==> src/rtl/float_fixed_accumulator.sv <==
// Converts float products to signed fixed point and sums N_TERMS of them into one stream output.
// Optional macro SPARQ_ACC_SATURATE_EN: saturate the accumulator on overflow instead of wrapping.
package SPARQ_PKG;
  localparam int EXP_SIZE   = 5;
  localparam int MANT_SIZE  = 10;
  localparam int FLOAT_SIZE = 1 + EXP_SIZE + MANT_SIZE;
  localparam int BIAS       = 15;
endpackage

module float_fixed_accumulator
  import SPARQ_PKG::*;
#(
  parameter int ACC_WIDTH = 32,
  parameter int FRAC_BITS = 16,
  parameter int N_TERMS   = 16
) (
  input logic                      aclk,
  input logic                      aresetn,
  float_fixed_accumulator_if.slave bus
);
  localparam int SIG_W  = MANT_SIZE + 1;
  localparam int WIDE_W = ACC_WIDTH + SIG_W;
  localparam int CNT_W  = (N_TERMS > 1) ? $clog2(N_TERMS) : 1;
  localparam logic [CNT_W-1:0]     LAST_CNT = CNT_W'(N_TERMS - 1);
  localparam logic [ACC_WIDTH-1:0] MAX_POS  = {1'b0, {(ACC_WIDTH-1){1'b1}}};
`ifdef SPARQ_ACC_SATURATE_EN
  localparam logic [ACC_WIDTH-1:0] MAX_NEG  = {1'b1, {(ACC_WIDTH-2){1'b0}}, 1'b1};
`endif

  logic                  in_sign;
  logic [EXP_SIZE-1:0]   in_exp;
  logic [SIG_W-1:0]      in_sig;
  logic [WIDE_W-1:0]     in_wide;
  logic [ACC_WIDTH-1:0]  in_mag;
  logic                  in_clamp;
  logic [ACC_WIDTH:0]    in_term;
  int                    in_shift;

  logic                  s1_valid_q;
  logic [ACC_WIDTH:0]    s1_term_q;
  logic [ACC_WIDTH-1:0]  acc_q, acc_d, acc_base;
  logic [ACC_WIDTH:0]    acc_raw;
  logic [CNT_W-1:0]      count_q, count_d;
  logic                  complete, add_ovf, ovf_add, ovf_evt, drop_evt;
`ifdef SPARQ_ACC_SATURATE_EN
  logic                  sat_q, sat_d;
`endif

  logic                  out_valid_q, out_valid_d;
  logic [ACC_WIDTH-1:0]  out_data_q, out_data_d;
  logic                  overflow_q, overflow_d;
  logic                  drop_q, drop_d;

  // Stage 1: float -> fixed. Subnormals use an implicit 0 and exponent 1; right shifts truncate toward zero.
  // NOTE: every variable driven here gets a value before any branch, so no path can infer a latch.
  always_comb begin
    in_sign  = bus.s_axis_tdata[FLOAT_SIZE-1];
    in_exp   = bus.s_axis_tdata[FLOAT_SIZE-2 -: EXP_SIZE];
    in_sig   = {(in_exp != '0), bus.s_axis_tdata[MANT_SIZE-1:0]};
    in_shift = ((in_exp == '0) ? 1 : int'(in_exp)) - BIAS - MANT_SIZE + FRAC_BITS;
    in_wide  = '0;
    in_clamp = (in_exp == '1);
    if (in_shift >= ACC_WIDTH)  in_clamp = in_clamp | (in_sig != '0);
    else if (in_shift >= 0)     in_wide  = WIDE_W'(in_sig) << in_shift;
    else if (-in_shift < SIG_W) in_wide  = WIDE_W'(in_sig >> -in_shift);
    if (in_wide[WIDE_W-1:ACC_WIDTH-1] != '0) in_clamp = 1'b1;
    in_mag  = in_clamp ? MAX_POS : in_wide[ACC_WIDTH-1:0];
    in_term = in_sign ? -{1'b0, in_mag} : {1'b0, in_mag};
  end

  // Stage 2: a group restarts from zero, so a partial sum never leaks into the next group.
  always_comb begin
    acc_base = (count_q == '0) ? '0 : acc_q;
    acc_raw  = {acc_base[ACC_WIDTH-1], acc_base} + s1_term_q;
    add_ovf  = acc_raw[ACC_WIDTH] != acc_raw[ACC_WIDTH-1];
    acc_d    = acc_q;
    count_d  = count_q;
    complete = 1'b0;
    ovf_add  = 1'b0;
`ifdef SPARQ_ACC_SATURATE_EN
    sat_d    = sat_q;
`endif
    if (s1_valid_q) begin
      complete = (count_q == LAST_CNT);
      count_d  = complete ? '0 : count_q + 1'b1;
`ifdef SPARQ_ACC_SATURATE_EN
      // Once clamped, the group keeps the clamp value until it completes.
      if (!sat_q || count_q == '0) begin
        ovf_add = add_ovf;
        sat_d   = add_ovf;
        acc_d   = add_ovf ? (acc_raw[ACC_WIDTH] ? MAX_NEG : MAX_POS) : acc_raw[ACC_WIDTH-1:0];
      end
`else
      ovf_add = add_ovf;
      acc_d   = acc_raw[ACC_WIDTH-1:0];
`endif
    end
  end

  // A full holding register that is not being drained loses the newly completed sum.
  always_comb begin
    drop_evt    = complete && out_valid_q && !bus.m_axis_result_tready;
    out_valid_d = out_valid_q;
    out_data_d  = out_data_q;
    if (complete && !drop_evt) begin
      out_valid_d = 1'b1;
      out_data_d  = acc_d;
    end else if (out_valid_q && bus.m_axis_result_tready) begin
      out_valid_d = 1'b0;
    end
    ovf_evt    = (bus.s_axis_tvalid && in_clamp) || ovf_add;
    overflow_d = (overflow_q && !bus.clear_flags) || ovf_evt;
    drop_d     = (drop_q && !bus.clear_flags) || drop_evt;
  end

  // NOTE: state registers use non-blocking assignments so every flop samples pre-edge values.
  always_ff @(posedge aclk or negedge aresetn) begin
    if (!aresetn) begin
      s1_valid_q  <= 1'b0;
      s1_term_q   <= '0;
      acc_q       <= '0;
      count_q     <= '0;
`ifdef SPARQ_ACC_SATURATE_EN
      sat_q       <= 1'b0;
`endif
      out_valid_q <= 1'b0;
      out_data_q  <= '0;
      overflow_q  <= 1'b0;
      drop_q      <= 1'b0;
    end else begin
      s1_valid_q <= bus.s_axis_tvalid;
      if (bus.s_axis_tvalid) s1_term_q <= in_term;
      acc_q       <= acc_d;
      count_q     <= count_d;
`ifdef SPARQ_ACC_SATURATE_EN
      sat_q       <= sat_d;
`endif
      out_valid_q <= out_valid_d;
      out_data_q  <= out_data_d;
      overflow_q  <= overflow_d;
      drop_q      <= drop_d;
    end
  end

  assign bus.m_axis_result_tvalid = out_valid_q;
  assign bus.m_axis_result_tdata  = out_data_q;
  assign bus.overflow_flag        = overflow_q;
  assign bus.drop_flag            = drop_q;
endmodule

==> src/rtl/float_fixed_accumulator_if.sv <==
// Stream bundle between the fsize_multiplier product output, the fixed-point accumulator and the sum consumer.
// slave is the accumulator's view; master is the view of the logic around it.
interface float_fixed_accumulator_if #(
  parameter int FLOAT_SIZE = 16,
  parameter int ACC_WIDTH  = 32
);
  logic                  s_axis_tvalid;
  logic [FLOAT_SIZE-1:0] s_axis_tdata;
  logic                  m_axis_result_tvalid;
  logic                  m_axis_result_tready;
  logic [ACC_WIDTH-1:0]  m_axis_result_tdata;
  logic                  overflow_flag;
  logic                  drop_flag;
  logic                  clear_flags;

  modport slave (
    input  s_axis_tvalid, s_axis_tdata, m_axis_result_tready, clear_flags,
    output m_axis_result_tvalid, m_axis_result_tdata, overflow_flag, drop_flag
  );

  modport master (
    output s_axis_tvalid, s_axis_tdata, m_axis_result_tready, clear_flags,
    input  m_axis_result_tvalid, m_axis_result_tdata, overflow_flag, drop_flag
  );
endinterface

==> src/flat_wrapper.sv <==
// flat-port wrapper written by rule: the top's interface ports become plain ports
module float_fixed_accumulator_flat import SPARQ_PKG::*;
#(
  parameter int ACC_WIDTH = 32,
  parameter int FRAC_BITS = 16,
  parameter int N_TERMS   = 16
)
  (aclk, aresetn, bus_s_axis_tvalid, bus_s_axis_tdata, bus_m_axis_result_tready, bus_clear_flags, bus_m_axis_result_tvalid, bus_m_axis_result_tdata, bus_overflow_flag, bus_drop_flag);
  float_fixed_accumulator_if #(.FLOAT_SIZE(16), .ACC_WIDTH(ACC_WIDTH)) bus_i ();
  input logic aclk;
  input logic aresetn;
  input wire logic [$bits(bus_i.s_axis_tvalid)-1:0] bus_s_axis_tvalid;
  input wire logic [$bits(bus_i.s_axis_tdata)-1:0] bus_s_axis_tdata;
  input wire logic [$bits(bus_i.m_axis_result_tready)-1:0] bus_m_axis_result_tready;
  input wire logic [$bits(bus_i.clear_flags)-1:0] bus_clear_flags;
  output wire logic [$bits(bus_i.m_axis_result_tvalid)-1:0] bus_m_axis_result_tvalid;
  output wire logic [$bits(bus_i.m_axis_result_tdata)-1:0] bus_m_axis_result_tdata;
  output wire logic [$bits(bus_i.overflow_flag)-1:0] bus_overflow_flag;
  output wire logic [$bits(bus_i.drop_flag)-1:0] bus_drop_flag;
  assign bus_i.s_axis_tvalid = bus_s_axis_tvalid;
  assign bus_i.s_axis_tdata = bus_s_axis_tdata;
  assign bus_i.m_axis_result_tready = bus_m_axis_result_tready;
  assign bus_i.clear_flags = bus_clear_flags;
  assign bus_m_axis_result_tvalid = bus_i.m_axis_result_tvalid;
  assign bus_m_axis_result_tdata = bus_i.m_axis_result_tdata;
  assign bus_overflow_flag = bus_i.overflow_flag;
  assign bus_drop_flag = bus_i.drop_flag;
  float_fixed_accumulator #(.ACC_WIDTH(ACC_WIDTH), .FRAC_BITS(FRAC_BITS), .N_TERMS(N_TERMS)) u_core (.aclk(aclk), .aresetn(aresetn), .bus(bus_i));
endmodule
==> config.mk <==
export PLATFORM = sky130hd
export DESIGN_NAME = float_fixed_accumulator_flat
export DESIGN_NICKNAME = d
export VERILOG_FILES = /design/src/rtl/float_fixed_accumulator.sv /design/src/rtl/float_fixed_accumulator_if.sv /design/src/flat_wrapper.sv
export SDC_FILE = /design/constraint.sdc
export NUM_CORES = 1
export LEC_CHECK = 0
export BUFFER_PORTS_ARGS = -buffer_cell sky130_fd_sc_hd__buf_2
export CAP_MARGIN = 20
export CORE_MARGIN = 3
export CORE_UTILIZATION = 45
export CTS_BUF_LIST = sky130_fd_sc_hd__clkbuf_4 sky130_fd_sc_hd__clkbuf_8 sky130_fd_sc_hd__clkbuf_16
export DETAILED_ROUTE_END_ITERATION = 10
export GPL_ROUTABILITY_DRIVEN = 1
export PLACE_DENSITY = 0.62
export SKIP_LAST_GASP = 1
export SYNTH_ARGS = -nofsm -noshare
export SYNTH_HDL_FRONTEND = slang
export SYNTH_SLANG_ARGS = --single-unit
export TNS_END_PERCENT = 50
==> constraint.sdc <==
create_clock -name aclk -period 4 [get_ports aclk]
set_input_delay 0.2 -clock aclk [delete_from_list [all_inputs] [get_ports aclk]]
set_output_delay 0.2 -clock aclk [all_outputs]
set_load 0.02 [all_outputs]
* Word level (Yosys, flattened, before mapping)
Cells that the tools add are included. Widths: inputs -> output; s select.
Word-level totals: register bits after elaboration 105, input port bits 21, output and inout port bits 35, word-level logic and storage cells 58
Operators by class: add/subtract/negate cells 7, magnitude comparators 3, eq/ne operators 3, shift-type cells 2, multiplexer cells 15, bitwise operators 1, reduce and logical (&&, ||, !) cells 19
Operators with widths (number):
- $mux 43 | 3
- $mux 32 | 3
- $sub 32x5->32 const B | 2
- $shl 11x32->43 | 1
- $shr 11x32->43 | 1
- $add 33x33->33 | 1
- $mux 33 | 1
- $neg 32->33 | 1
- $add 32x6->32 const B | 1
- $ge 32x1->1 const B | 1
- $ge 32x7->1 const B | 1
- $lt 32x5->1 const B | 1
- $neg 32->32 | 1
- $reduce_bool 12->1 | 1
- $reduce_bool 11->1 | 1
- $logic_and 1x1->1 | 7
- $mux 1 | 6
- $eq 5x5->1 const B | 1
- $logic_not 5->1 | 1
- $mux 5 | 1
- $reduce_bool 5->1 | 1
- $add 4x1->4 const B | 1
- $eq 4x4->1 const B | 1
- $logic_not 4->1 | 1
- other kinds (6) | 10

* Logic depth before layout (Yosys ltp)
Gate-level depths: netlist of the first run.
depth in word-level cells 15, gate-level depth with buffers 25, gate-level depth less buffers 22

* Worst setup path after synthesis of the first run
Ideal clock, no wire load.
path kind input to register, start input bus_s_axis_tdata[13], end register u_core.s1_term_q[30], data arrival time 4.917 ns, required time 3.875 ns, slack -1.042 ns, stages 25, path through buf_2 > or4_4 > buf_6 > nand2_8 > inv_4 > ha_1 > nand2b_1 > nand2_1 > ha_1 > clkbuf_1 > inv_1 > nor2_1 > o21ai_0 > o2111a_1 > o2111a_1 > a21oi_2 > clkbuf_1 > a211oi_1 > ha_1 > nand2_1 > nor3_1 > nand4_1 > o31ai_2 > xor2_1 > mux2_2
On the way: longest elaborated chain between the ends 15, elaborated cells on any way between the ends 24
Ends and longest elaborated chain:
- start, declared | line flat_wrapper.sv:13 | input wire logic [$bits(bus_i.s_axis_tdata)-1:0] bus_s_axis_tdata;
- $logic_not 5->1 | line float_fixed_accumulator.sv:60 | in_shift = ((in_exp == '0) ? 1 : int'(in_exp)) - BIAS - MANT_SIZE + FRAC_BITS;
- $mux 5 | line float_fixed_accumulator.sv:60
- $sub 32x5->32 (2 in series) | line float_fixed_accumulator.sv:60
- $add 32x6->32 | line float_fixed_accumulator.sv:60
- $neg 32->32 | line float_fixed_accumulator.sv:65 | else if (-in_shift < SIG_W) in_wide = WIDE_W'(in_sig >> -in_shift);
- $lt 32x5->1 or $shr 11x32->43 (tied branches) | line float_fixed_accumulator.sv:65
- $mux 43 | line float_fixed_accumulator.sv:65
- $mux 43 | line float_fixed_accumulator.sv:64 | else if (in_shift >= 0) in_wide = WIDE_W'(in_sig) << in_shift;
- $mux 43 | line float_fixed_accumulator.sv:63 | if (in_shift >= ACC_WIDTH) in_clamp = in_clamp | (in_sig != '0);
- $reduce_bool 12->1 | line float_fixed_accumulator.sv:66 | if (in_wide[WIDE_W-1:ACC_WIDTH-1] != '0) in_clamp = 1'b1;
- $mux 1 | line float_fixed_accumulator.sv:66
- $mux 32 * | line float_fixed_accumulator.sv:67 | in_mag = in_clamp ? MAX_POS : in_wide[ACC_WIDTH-1:0];
- $neg 32->33 | line float_fixed_accumulator.sv:68 | in_term = in_sign ? -{1'b0, in_mag} : {1'b0, in_mag};
- $mux 33 * | line float_fixed_accumulator.sv:68
- end signal, assigned | line float_fixed_accumulator.sv:132 | if (bus.s_axis_tvalid) s1_term_q <= in_term;
- end, declared | line float_fixed_accumulator.sv:40 | logic [ACC_WIDTH:0] s1_term_q;
Every way passes the cells marked *; elsewhere a longest branch is shown, timed or not. A chain may end at the register's enable or synchronous reset.

* Final worst setup path of the first run
start input bus_s_axis_tdata[14], end register u_core.s1_term_q[14]
The elaborated chain is that of the path after synthesis.

==> impl_summary.txt, run 1 <==
----------------------------------------------------
[CTS]
  Total CTS buffers ... 9
  Max clock buf depth ... 2
  Clk pin slew, worst setup/hold paths ... 0.07 ns
  TritonCTS clock tree ... yes
  Library cell used as clock root buffer ... sky130_fd_sc_hd__clkbuf_16
  Clock H-tree levels ... 3
  Clock latency on the worst-skew pair ... 0.36 ns
  Clk sink count ... 105

[Drt]
  DRC violation count after routing ... 0
  Via count of the routed design ... 9355
  DRT antenna net count ... 0
  Per-cell via count in the routed design ... 5.94
  Router iterations before antenna repair ... 6
  Routed wire length per instance ... 18.9 um
  Detailed Route Iter0 Violations ... 665
  Detailed-route wire length ... 29800 um

[Layout]
  Layout filler cell count ... 1680
  Net count reported at finish ... 1369
  Share of cells above drive strength 1 ... 42.7%
  Multi-input gate area ... 0.00672 mm^2
  Final Core Density ... 64.7%
  Cell Count, Final, Fillers Out ... 1576
  Antenna fix cells ... 0
  FF+latch area ... 0.00263 mm^2
  Growth of design area from synthesis to finish ... 40.7%

[Placed design]
  DP HPWL ... 21800 um
  Post-placement cell count ... 1503
  PortBufs ... 55
  Global placer's final weighted congestion ... 0.952

[Timing]
  Final setup violation count ... 11
  RSZ-0062 raised after global routing ... yes
  Minimum period implied by the final worst setup slack ... 4.10 ns
  Final count of hold timing violations ... 0
  Crit share post-route ... 103%
  Slew of the pin with the lowest slew margin ... 0.889 ns
  Fmax achieved ... 0.244 GHz
  Final clock skew ... 0.00804 ns
  Final slew viol count ... 0
  Total negative slack ... -0.562 ns
  Minimum setup slack in the final design ... -0.103 ns
  Headroom to the max-slew limit ... 40.7%
  Hold Worst Slack ... 0.0898 ns

[Power]
  Leakage component of the power ... 0.00572 uW
  Portion of total power attributed to sequential cells ... 20.2%
  Clock power frac ... 9.7%
  Psw ... 3580 uW
  Switching portion of total power ... 42.0%
  Int Power ... 4940 uW
  Total power after layout ... 8520 uW
  Worst IR Drop VDD ... 0.520 mV
  Combinational power share ... 70.1%
  Power density of the placed cells ... 674 mW/mm^2

[Synthesis]
  Cells after synthesis ... 1020
  Synth Register Bits ... 105
  Synth area leaders ... sky130_fd_sc_hd__dfrtp_1 (29%), sky130_fd_sc_hd__mux2_2 (9.8%), sky130_fd_sc_hd__ha_1 (5.6%), sky130_fd_sc_hd__a21oi_1 (4.1%), sky130_fd_sc_hd__nor2b_1 (3.1%)
  Number of enable-type register cells in the synthesized netlist ... 0
  Proportion of synthesized flip-flops having asynchronous set or reset ... 100%
  Cell taking the most area after synthesis ... sky130_fd_sc_hd__dfrtp_1
  Area share of the leading cell type in the synthesized netlist ... 29.2%
  Most instantiated flip-flop cell in the synthesis netlist ... sky130_fd_sc_hd__dfrtp_1
  Most frequent cell after synthesis ... sky130_fd_sc_hd__dfrtp_1
  Share of synthesized area occupied by flip-flops and latches ... 29.2%
  Syn. warnings ... 0
  Synthesized net count ... 1082
  Mapped Avg Cell Area ... 8.81 um^2
  Cell area after synthesis ... 0.00899 mm^2
  Leading post-synthesis cells by instance count ... sky130_fd_sc_hd__dfrtp_1 (105), sky130_fd_sc_hd__mux2_2 (78), sky130_fd_sc_hd__a21oi_1 (74), sky130_fd_sc_hd__nor2_1 (69), sky130_fd_sc_hd__nand2_1 (61)
  Library cells used by synthesis ... 88

[Critical path]
  Startpoint Class ... primary input
  Critical path required time ... 4.24 ns
  Start-to-end type of the worst setup path ... in2reg
  Worst path buffer plus inverter count ... 5
  Top cell by count, worst path ... sky130_fd_sc_hd__buf_6
  Crit path max-delay cell type ... sky130_fd_sc_hd__or4_4
  Largest delay share family, worst path ... simple AND/OR/NAND/NOR gates
  Arrival time reported for the critical path endpoint ... 4.35 ns
  Critical Path Fanout Max ... 4
  Delay of the slowest cell on the worst path ... 0.57 ns
  CP Capture Type ... register

[Floorplan]
  Die boundary height ... 147 um
  Starting density of the core ... 46.0%
  Ports placed on the boundary ... 56
  Die X ... 147 um
  Total number of placement rows ... 51
  Core Area ... 0.0195 mm^2
  DIE AREA ... 0.0217 mm^2

[GRT]
  Grt ovf ... 0
  Initial antenna violation count ... 0
  GRT Overall Usage ... 26.3%
  Maximum number of pins on one net before global-route repair ... 72
  Wire length of the first global-routing pass ... 46500 um
  Number of global-route vias before repair ... 8940

[Status]
  Violated checks ... setup timing
  Outcome ... complete, but fails checks

[Job]
  Max-capacitance violation count ... 0

[Worst hold path]
  Class of the most critical hold timing path ... in2reg

----------------------------------------------------
final timing paths:
kind	start	end	slack, ns	depth (start not counted)
min	bus_clear_flags	u_core.bus.drop_flag	0.09	2
min reg2reg	u_core.bus.m_axis_result_tdata[31]	u_core.bus.m_axis_result_tdata[31]	0.49	2
max	bus_s_axis_tdata[14]	u_core.s1_term_q[14]	-0.10	26
max reg2reg	u_core.count_q[1]	u_core.bus.overflow_flag	-0.07	18
min in group asynchronous	aresetn	u_core.acc_q[29]	0.50	2
max in group asynchronous	aresetn	u_core.acc_q[23]	2.51	3
registers in the layout, summed over array words and instances, names as in the netlist:
register	flops
u_core.bus.m_axis_result_tdata	32
u_core.s1_valid_q	1
u_core.bus.drop_flag	1
u_core.bus.m_axis_result_tvalid	1
u_core.s1_term_q	33
u_core.bus.overflow_flag	1
u_core.count_q	4
u_core.acc_q	32
worst reg2reg max path: cells and delay by family, from the launching register on:
kind,cells,cell delay (ns)
AOI/OAI and AO/OA,8,1.84
xor gates and xnor gates,2,0.57
buffers and inverters,4,0.55
adders and majority gates,2,0.43
DFF,1,0.39
and+or+nand+nor,2,0.22
cells in the final DEF, fill, tap and decap left out, types with 8 or more instances in the layout:
master,netlist,routed
sky130_fd_sc_hd__buf_4,0,258
sky130_fd_sc_hd__dfrtp_1,105,105
sky130_fd_sc_hd__mux2_2,78,72
sky130_fd_sc_hd__a21oi_1,74,69
sky130_fd_sc_hd__nor2_1,69,63
sky130_fd_sc_hd__nand2_1,61,55
sky130_fd_sc_hd__buf_2,8,53
sky130_fd_sc_hd__o21ai_0,49,38
sky130_fd_sc_hd__nor2b_1,44,38
sky130_fd_sc_hd__nand3_1,36,32
sky130_fd_sc_hd__ha_1,40,32
sky130_fd_sc_hd__xnor2_1,26,25
sky130_fd_sc_hd__buf_6,3,21
sky130_fd_sc_hd__a21o_1,21,20
sky130_fd_sc_hd__inv_1,24,20
sky130_fd_sc_hd__nor3_1,26,20
sky130_fd_sc_hd__mux2i_1,20,19
sky130_fd_sc_hd__xor2_1,19,17
sky130_fd_sc_hd__nand4_1,13,13
sky130_fd_sc_hd__o31ai_1,15,13
sky130_fd_sc_hd__a31oi_1,14,12
sky130_fd_sc_hd__nand2b_1,14,12
sky130_fd_sc_hd__o21a_1,13,12
sky130_fd_sc_hd__o211ai_1,10,10
sky130_fd_sc_hd__o21ai_1,3,10
sky130_fd_sc_hd__clkbuf_16,0,9
sky130_fd_sc_hd__o22ai_1,10,8
power by group through the flow:
| stage | combinational, uW | clock, uW | sequential (uW) |
|---|---|---|---|
| after floorplan | 3310 | 0 | 1840 |
| after global routing | 6500 | 887 | 1770 |
| after detailed placement | 5150 | 0 | 1730 |
| after CTS | 5530 | 853 | 1720 |
| final | 5970 | 827 | 1720 |
| after global placement | 5070 | 0 | 1710 |
routing by layer:
metal | GRT usage [%] | vias to the layer above | share of wire [%]
met3 | 4.72 | 44 | 6.5
met4 | 6.99 | 0 | 2.0
li1 | - | 4411 | -
met1 | 37.2 | 4595 | 45
met2 | 41.9 | 305 | 46
met5 | 0 | - | 0
stage by stage:
stage | instance area, um^2 | setup WS, ns
after floorplan | 9210 | -0.550
after global placement | 11300 | -0.563
after detailed placement | 11300 | -0.684
after CTS | 12100 | -0.0731
after global routing | 12600 | -0.291
final | 12600 | -0.103
area by class of cell:
| class | instances | share of cell area [%] |
|---|---|---|
| Clock buffer | 10 | 1.84 |
| Tap cell | 265 | 2.62 |
| Multi-Input combinational cell | 823 | 53.2 |
| Sequential cell | 105 | 20.8 |
| Clock inverter | 5 | 0.257 |
| Inverter | 28 | 0.960 |
| Timing Repair Buffer | 340 | 20.4 |
kinds of logic (layout without fill, tap and decap cells):
group	count (synthesis)	in the layout	share of synthesized area, %
multiplexers	103	103	13.2
XOR/XNOR	46	46	4.64
AND/OR/NAND/NOR	313	313	18.2
flip-flops	105	105	29.2
buffers and inverters	92	383	4.23
AO/OA/AOI/OAI	320	320	24.8
adder cells (fa/ha/maj)	41	41	5.79
timing repair:
item,4_1_cts,5_1_grt
gates cloned,1,1
hold buffers,1,0
buffers inserted,34,27
endpoints found under the hold margin,14,0
resized for setup,67,80
pin swaps,42,55
endpoints found under the setup margin,35,47
No activity file was read; power rests on OpenSTA's default activity.
==> inputs of run 2 (changes only) <==
--- a/config.mk
+++ b/config.mk
@@ -12,7 +12,7 @@
 export CTS_BUF_LIST = sky130_fd_sc_hd__clkbuf_4 sky130_fd_sc_hd__clkbuf_8 sky130_fd_sc_hd__clkbuf_16
 export DETAILED_ROUTE_END_ITERATION = 10
 export GPL_ROUTABILITY_DRIVEN = 1
-export PLACE_DENSITY = 0.62
+export PLACE_DENSITY = 0.65
 export SKIP_LAST_GASP = 1
 export SYNTH_ARGS = -nofsm -noshare
 export SYNTH_HDL_FRONTEND = slang
==> impl_summary.txt, run 2 (synthesis gave the netlist of run 1 again) <==
----------------------------------------------------
[Status]
  Outcome ... complete, but fails checks
  Violated checks ... setup timing

[Drt]
  Detailed Route Iter0 Violations ... 717 (+7.8%)
  Per-cell via count in the routed design ... 5.90 (-0.58%)
  DRT antenna net count ... 0 (unchanged)
  Router iterations before antenna repair ... 5 (-1)
  Via count of the routed design ... 9094 (-2.8%)
  Routed wire length per instance ... 18.6 um (-1.7%)
  Detailed-route wire length ... 28600 um (-3.9%)
  DRC violation count after routing ... 0 (unchanged)

[CTS]
  TritonCTS clock tree ... yes
  Clk pin slew, worst setup/hold paths ... 0.07 ns (about the same)
  Library cell used as clock root buffer ... sky130_fd_sc_hd__clkbuf_16
  Clock H-tree levels ... 3 (unchanged)
  Max clock buf depth ... 2 (unchanged)
  Total CTS buffers ... 9 (unchanged)
  Clock latency on the worst-skew pair ... 0.36 ns (about the same)
  Clk sink count ... 105 (unchanged)

[Layout]
  Layout filler cell count ... 1664 (-0.95%)
  Net count reported at finish ... 1333 (-2.6%)
  FF+latch area ... 0.00263 mm^2 (unchanged)
  Most used cells in the layout excluding fill and tap cells ... sky130_fd_sc_hd__buf_4 (230), sky130_fd_sc_hd__dfrtp_1 (105), sky130_fd_sc_hd__mux2_2 (76)
  Final standard cell area without fillers ... 0.0123 mm^2 (-2.3%)
  Multi-input gate area ... 0.00665 mm^2 (-1.0%)
  Number of flip-flops in the largest register ... 33 (unchanged)
  Share of cells above drive strength 1 ... 41.1% (-1.6 points)
  Most common cell after layout, fill and taps aside ... sky130_fd_sc_hd__buf_4
  Growth of design area from synthesis to finish ... 37.4%
  Largest Register ... u_core.s1_term_q
  Antenna fix cells ... 0 (unchanged)

[Timing]
  Final clock skew ... 0.0112 ns (+0.00320 ns)
  RSZ-0062 raised after global routing ... yes
  Slew of the pin with the lowest slew margin ... 0.783 ns (-0.106 ns)
  Final setup violation count ... 8 (-3)
  Crit share post-route ... 102% (-0.74 points)
  Final slew viol count ... 0 (unchanged)
  Minimum setup slack in the final design ... -0.0734 ns (+0.0295 ns)
  Final count of hold timing violations ... 0 (unchanged)
  Minimum period implied by the final worst setup slack ... 4.07 ns (-0.0295 ns)
  Fmax achieved ... 0.245 GHz (+0.72%)
  Headroom to the max-slew limit ... 47.4% (+6.6 points)

[Power]
  Power density of the placed cells ... 686 mW/mm^2 (+1.8%)
  Leakage component of the power ... 0.00551 uW (-3.7%)
  Int Power ... 4930 uW (-0.26%)
  Psw ... 3540 uW (-1.1%)
  Combinational power share ... 68.6% (-1.5 points)
  Worst IR Drop VDD ... 0.453 mV (-13%)
  Portion of total power attributed to sequential cells ... 20.3% (about the same)
  Switching portion of total power ... 41.8% (-0.21 points)
  Clock power frac ... 11.1% (+1.4 points)

[Placed design]
  PortBufs ... 55 (unchanged)
  Post-place instance area ... 0.0112 mm^2 (-0.44%)
  Placement-stage worst setup slack ... -0.718 ns (-0.0340 ns)
  Global placer's final weighted congestion ... 0.955 (+0.32%)
  DP HPWL ... 21500 um (-1.6%)

[Critical path]
  Delay of the slowest cell on the worst path ... 0.57 ns (about the same)
  Crit path max-delay cell type ... sky130_fd_sc_hd__or4_4
  WP depth ... 26 (unchanged)
  Critical Path Fanout Max ... 7 (+3)
  Arrival time reported for the critical path endpoint ... 4.31 ns (-0.04 ns)
  Largest delay share family, worst path ... simple AND/OR/NAND/NOR gates
  Startpoint Class ... primary input
  Top cell by count, worst path ... sky130_fd_sc_hd__buf_6
  Slack of the worst reg-to-reg path ... -0.01 ns (+0.06 ns)
  Start-to-end type of the worst setup path ... in2reg
  Path depth of the worst reg2reg path ... 18 (unchanged)
  Critical path required time ... 4.24 ns (about the same)
  Worst path buffer plus inverter count ... 6 (+1)
  CP Capture Type ... register

[GRT]
  Maximum number of pins on one net before global-route repair ... 44 (-39%)
  Initial antenna violation count ... 0 (unchanged)
  Wire length of the first global-routing pass ... 45800 um (-1.6%)
  Grt ovf ... 0 (unchanged)
  GRT Overall Usage ... 25.7% (-0.61 points)
  Number of global-route vias before repair ... 8815 (-1.4%)

[Floorplan]
  Total number of placement rows ... 51 (unchanged)
  DIE AREA ... 0.0217 mm^2 (unchanged)
  Die boundary height ... 147 um (unchanged)
  Starting density of the core ... 46.0% (unchanged)
  Die X ... 147 um (unchanged)
  Core Area ... 0.0195 mm^2 (unchanged)
  Ports placed on the boundary ... 56 (unchanged)

[Worst hold path]
  Class of the most critical hold timing path ... in2reg
  Count of cells along the worst hold path ... 2 (unchanged)

[Job]
  Max-capacitance violation count ... 0 (unchanged)

----------------------------------------------------
[run 2: path summary, 6_finish.rpt]
path / start / end
max in group asynchronous: aresetn / u_core.bus.m_axis_result_tdata[20]
worst min register to register: u_core.bus.m_axis_result_tdata[31] / u_core.bus.m_axis_result_tdata[31]
worst min-delay path: bus_clear_flags / u_core.bus.drop_flag
worst max-delay path: bus_s_axis_tdata[14] / u_core.s1_term_q[20]
worst max register to register: u_core.count_q[0] / u_core.bus.overflow_flag
min in group asynchronous: aresetn / u_core.bus.m_axis_result_tdata[31]
[run 2: per-layer routing]
metal	wire length [um]	up-vias	GRT usage (%)
li1	-	4371	-
met4	409	0	4.80
met5	0	-	0
met3	1830	33	4.01
met2	13200	278	41.1
met1	13200	4412	37.4
[run 2: stage by stage]
step	hold slack, ns	util [%]	total power (uW)	setup TNS [ns]	std cells
after floorplan	-0.0956	-	5150	-7.15	1020
after global placement	0.199	57.4	6760	-12.57	1498
after detailed placement	0.205	57.4	6850	-14.96	1498
after CTS	0.0861	60.6	8070	-0.101	1524
after global routing	0.0931	63.2	9120	-3.85	1541
final	0.0944	63.2	8470	-0.303	1541
[run 2: power by group through the flow]
stage,combinational (uW),clock (uW),sequential (uW)
finish,5810,936,1720
global route,6350,995,1770
CTS,5380,959,1720
detailed placement,5120,0,1730
global placement,5050,0,1710
floorplan,3310,0,1840
[run 2: timing repair]
action / CTS / global route
gates cloned: 0 / 1
endpoints found under the hold margin: 37 / 0
pin swaps: 30 / 38
setup endpoints to repair: 39 / 49
gates resized for setup: 45 / 80
hold buffers: 1 / 0
setup buffers: 10 / 17
[run 2: final cells by class]
cell class,count,share of cell area (%)
repair buffers,304,18.6
clock inverters,6,0.598
multi-input cells,823,53.9
flip-flops and latches,105,21.3
well taps,265,2.69
clock buffers,10,1.94
inverters,28,0.983
[run 2: worst reg2reg max path: cells and delay by family, from the launching register on]
family / cells / cell delay [ns]
compound gates: 8 / 1.82
simple gates: 2 / 0.27
xor+xnor: 2 / 0.54
flops: 1 / 0.37
buf+inv: 4 / 0.52
fa+ha+maj: 2 / 0.44
==> inputs of run 3 (changes only) <==
--- a/config.mk
+++ b/config.mk
@@ -5,14 +5,13 @@
 export SDC_FILE = /design/constraint.sdc
 export NUM_CORES = 1
 export LEC_CHECK = 0
-export BUFFER_PORTS_ARGS = -buffer_cell sky130_fd_sc_hd__buf_2
 export CAP_MARGIN = 20
-export CORE_MARGIN = 3
 export CORE_UTILIZATION = 45
 export CTS_BUF_LIST = sky130_fd_sc_hd__clkbuf_4 sky130_fd_sc_hd__clkbuf_8 sky130_fd_sc_hd__clkbuf_16
 export DETAILED_ROUTE_END_ITERATION = 10
+export DONT_BUFFER_PORTS = 1
 export GPL_ROUTABILITY_DRIVEN = 1
-export PLACE_DENSITY = 0.65
+export PLACE_DENSITY = 0.61
 export SKIP_LAST_GASP = 1
 export SYNTH_ARGS = -nofsm -noshare
 export SYNTH_HDL_FRONTEND = slang
==> constraint.sdc (replaced) <==
create_clock -name aclk -period 3.8 [get_ports aclk]
set_input_delay 0.19 -clock aclk [delete_from_list [all_inputs] [get_ports aclk]]
set_output_delay 0.19 -clock aclk [all_outputs]
set_load 0.02 [all_outputs]
==> impl_summary.txt, run 3 (synthesis gave the netlist of run 1 again) <==
----------------------------------------------------
[Floorplan]
  Ports placed on the boundary ... 56 (unchanged)
  Die boundary height ... 143 um (-2.7%)
  DIE AREA ... 0.0205 mm^2 (-5.4%)
  Starting density of the core ... 46.0% (unchanged)
  Total number of placement rows ... 51 (unchanged)
  Core Area ... 0.0195 mm^2 (unchanged)
  Die X ... 143 um (-2.7%)

[Layout]
  Cell Count, Final, Fillers Out ... 1558 (+1.1%)
  Final standard cell area without fillers ... 0.0128 mm^2 (+3.9%)
  Number of flip-flops in the largest register ... 33 (unchanged)
  Net count reported at finish ... 1350 (+1.3%)
  Growth of design area from synthesis to finish ... 42.7%
  Final Core Density ... 65.7% (+2.4 points)
  Antenna fix cells ... 0 (unchanged)
  Largest Register ... u_core.s1_term_q
  Most used cells in the layout excluding fill and tap cells ... sky130_fd_sc_hd__buf_4 (287), sky130_fd_sc_hd__dfrtp_1 (105), sky130_fd_sc_hd__mux2_2 (74)
  Most common cell after layout, fill and taps aside ... sky130_fd_sc_hd__buf_4
  Share of cells above drive strength 1 ... 43.3% (+2.2 points)
  Layout filler cell count ... 1627 (-2.2%)

[Critical path]
  Beginning of the critical path ... u_core.count_q[0]
  Startpoint Class ... register
  Arrival time reported for the critical path endpoint ... 4.35 ns (+0.04 ns)
  Critical Path Fanout Max ... 4 (-3)
  Start-to-end type of the worst setup path ... reg2reg
  Critical path required time ... 4.09 ns (-0.15 ns)
  Path depth of the worst reg2reg path ... 19 (+1)
  CP Capture Type ... register
  Worst reg2reg startpoint ... u_core.count_q[0]

[GRT]
  Grt ovf ... 0 (unchanged)
  Wire length of the first global-routing pass ... 47600 um (+4.0%)
  Number of global-route vias before repair ... 8967 (+1.7%)
  Initial antenna violation count ... 0 (unchanged)
  Maximum number of pins on one net before global-route repair ... 106 (+140%)
  GRT Overall Usage ... 29.9% (+4.2 points)

[Placed design]
  Global placer's final weighted congestion ... 0.962 (+0.75%)
  Post-place instance area ... 0.0111 mm^2 (-1.3%)
  Placement-stage worst setup slack ... -0.674 ns (+0.0440 ns)
  DP HPWL ... 21100 um (-1.6%)
  PortBufs ... 0 (-100%)
  Post-placement cell count ... 1462 (-2.4%)

[CTS]
  Library cell used as clock root buffer ... sky130_fd_sc_hd__clkbuf_16
  Clk pin slew, worst setup/hold paths ... 0.07 ns (about the same)
  TritonCTS clock tree ... yes
  Clk sink count ... 105 (unchanged)
  Clock latency on the worst-skew pair ... 0.37 ns (about the same)
  Total CTS buffers ... 9 (unchanged)
  Clock H-tree levels ... 3 (unchanged)
  Max clock buf depth ... 2 (unchanged)

[Worst hold path]
  Class of the most critical hold timing path ... in2reg
  HP Start ... bus_s_axis_tdata[15]
  Count of cells along the worst hold path ... 2 (unchanged)

[Drt]
  Via count of the routed design ... 9382 (+3.2%)
  DRT antenna net count ... 0 (unchanged)
  Detailed-route wire length ... 30600 um (+7.0%)
  Routed wire length per instance ... 19.7 um (+5.8%)
  DRC violation count after routing ... 0 (unchanged)
  Detailed Route Iter0 Violations ... 808 (+13%)
  Router iterations before antenna repair ... 6 (+1)
  Per-cell via count in the routed design ... 6.02 (+2.0%)

[Timing]
  Final setup violation count ... 34 (+26)
  Slew of the pin with the lowest slew margin ... 0.735 ns (-0.0483 ns)
  Minimum setup slack in the final design ... -0.268 ns (-0.195 ns)
  Final slew viol count ... 0 (unchanged)
  RSZ-0062 raised after global routing ... yes
  Fmax achieved ... 0.246 GHz
  Crit share post-route ... 107%
  Total negative slack ... -2.81 ns (-2.51 ns)
  Final count of hold timing violations ... 0 (unchanged)
  Minimum period implied by the final worst setup slack ... 4.07 ns
  Headroom to the max-slew limit ... 50.6% (+3.2 points)
  Final clock skew ... 0.0121 ns (+0.000836 ns)

[Status]
  Outcome ... complete, but fails checks
  Violated checks ... setup timing

[Job]
  Max-capacitance violation count ... 0 (unchanged)

[Power]
  Worst IR Drop VDD ... 0.541 mV (+19%)
  Leakage component of the power ... 0.00567 uW (+2.7%)
  Power density of the placed cells ... 727 mW/mm^2 (+6.0%)

----------------------------------------------------
## run 3: timing repair
item                                    4_1_cts  5_1_grt
hold buffers                                  7        0
pin swaps                                    63       75
resized for setup                            91       75
endpoints found under the hold margin       128        0
endpoints found under the setup margin       46       56
gates cloned                                  2        1
setup buffers                                53       28
## run 3: routing by layer
metal	wire length [um]	GRT usage, %	up-vias
met5	0	0	-
met4	621	7.33	0
met1	13600	41.2	4553
met2	14200	48.3	365
li1	-	-	4404
met3	2210	5.66	60
## run 3: through the flow
stage,hold WS (ns),total power [uW]
after floorplan,-0.106,5430
after global placement,-0.104,7220
after detailed placement,-0.104,7290
after CTS,0.000330,8780
after global routing,-0.00535,9990
final,0.00134,9320
## run 3: area by class of cell
class / count / area (um^2) / share of cell area [%]
timing repair buffer: 320 / 2590 / 20.2
inverter: 28 / 121 / 0.947
tap: 265 / 332 / 2.59
sequential: 105 / 2630 / 20.5
timing repair inverter: 1 / 6.26 / 0.0488
clock buffer: 9 / 225 / 1.76
clock inverter: 7 / 77.6 / 0.605
multi-input combinational: 823 / 6840 / 53.4
## run 3: final timing paths
path	slack, ns	endpoint
worst max register to register	-0.27	u_core.bus.overflow_flag
worst max-delay path	-0.27	u_core.bus.overflow_flag
worst min register to register	0.51	u_core.acc_q[19]
worst min-delay path	0.001	u_core.s1_term_q[31]
min in group asynchronous	0.43	u_core.acc_q[30]
max in group asynchronous	2.96	u_core.bus.m_axis_result_tdata[3]
## run 3: report_power, final
group / switching, uW / internal, uW / total, uW
Sequential: 434 / 1580 / 2010
Clock: 457 / 517 / 975
Combinational: 2960 / 3380 / 6340
Total: 3850 / 5470 / 9320
## run 3: critical path: stages, from the launching register on
cell and delay, ns:
sky130_fd_sc_hd__dfrtp_1 0.39, sky130_fd_sc_hd__inv_2 0.09, sky130_fd_sc_hd__ha_4 0.12, sky130_fd_sc_hd__nor3b_4 0.18, sky130_fd_sc_hd__buf_6 0.16, sky130_fd_sc_hd__buf_6 0.12
sky130_fd_sc_hd__nor2b_4 0.04, sky130_fd_sc_hd__ha_4 0.21, sky130_fd_sc_hd__buf_6 0.10, sky130_fd_sc_hd__o21a_1 0.20, sky130_fd_sc_hd__a2111oi_2 0.35, sky130_fd_sc_hd__buf_4 0.18
sky130_fd_sc_hd__o31ai_4 0.09, sky130_fd_sc_hd__o2111ai_2 0.22, sky130_fd_sc_hd__o311a_1 0.26, sky130_fd_sc_hd__a311oi_2 0.14, sky130_fd_sc_hd__a311o_1 0.38, sky130_fd_sc_hd__xor2_2 0.21
sky130_fd_sc_hd__xnor3_1 0.37, sky130_fd_sc_hd__o21ai_1 0.14
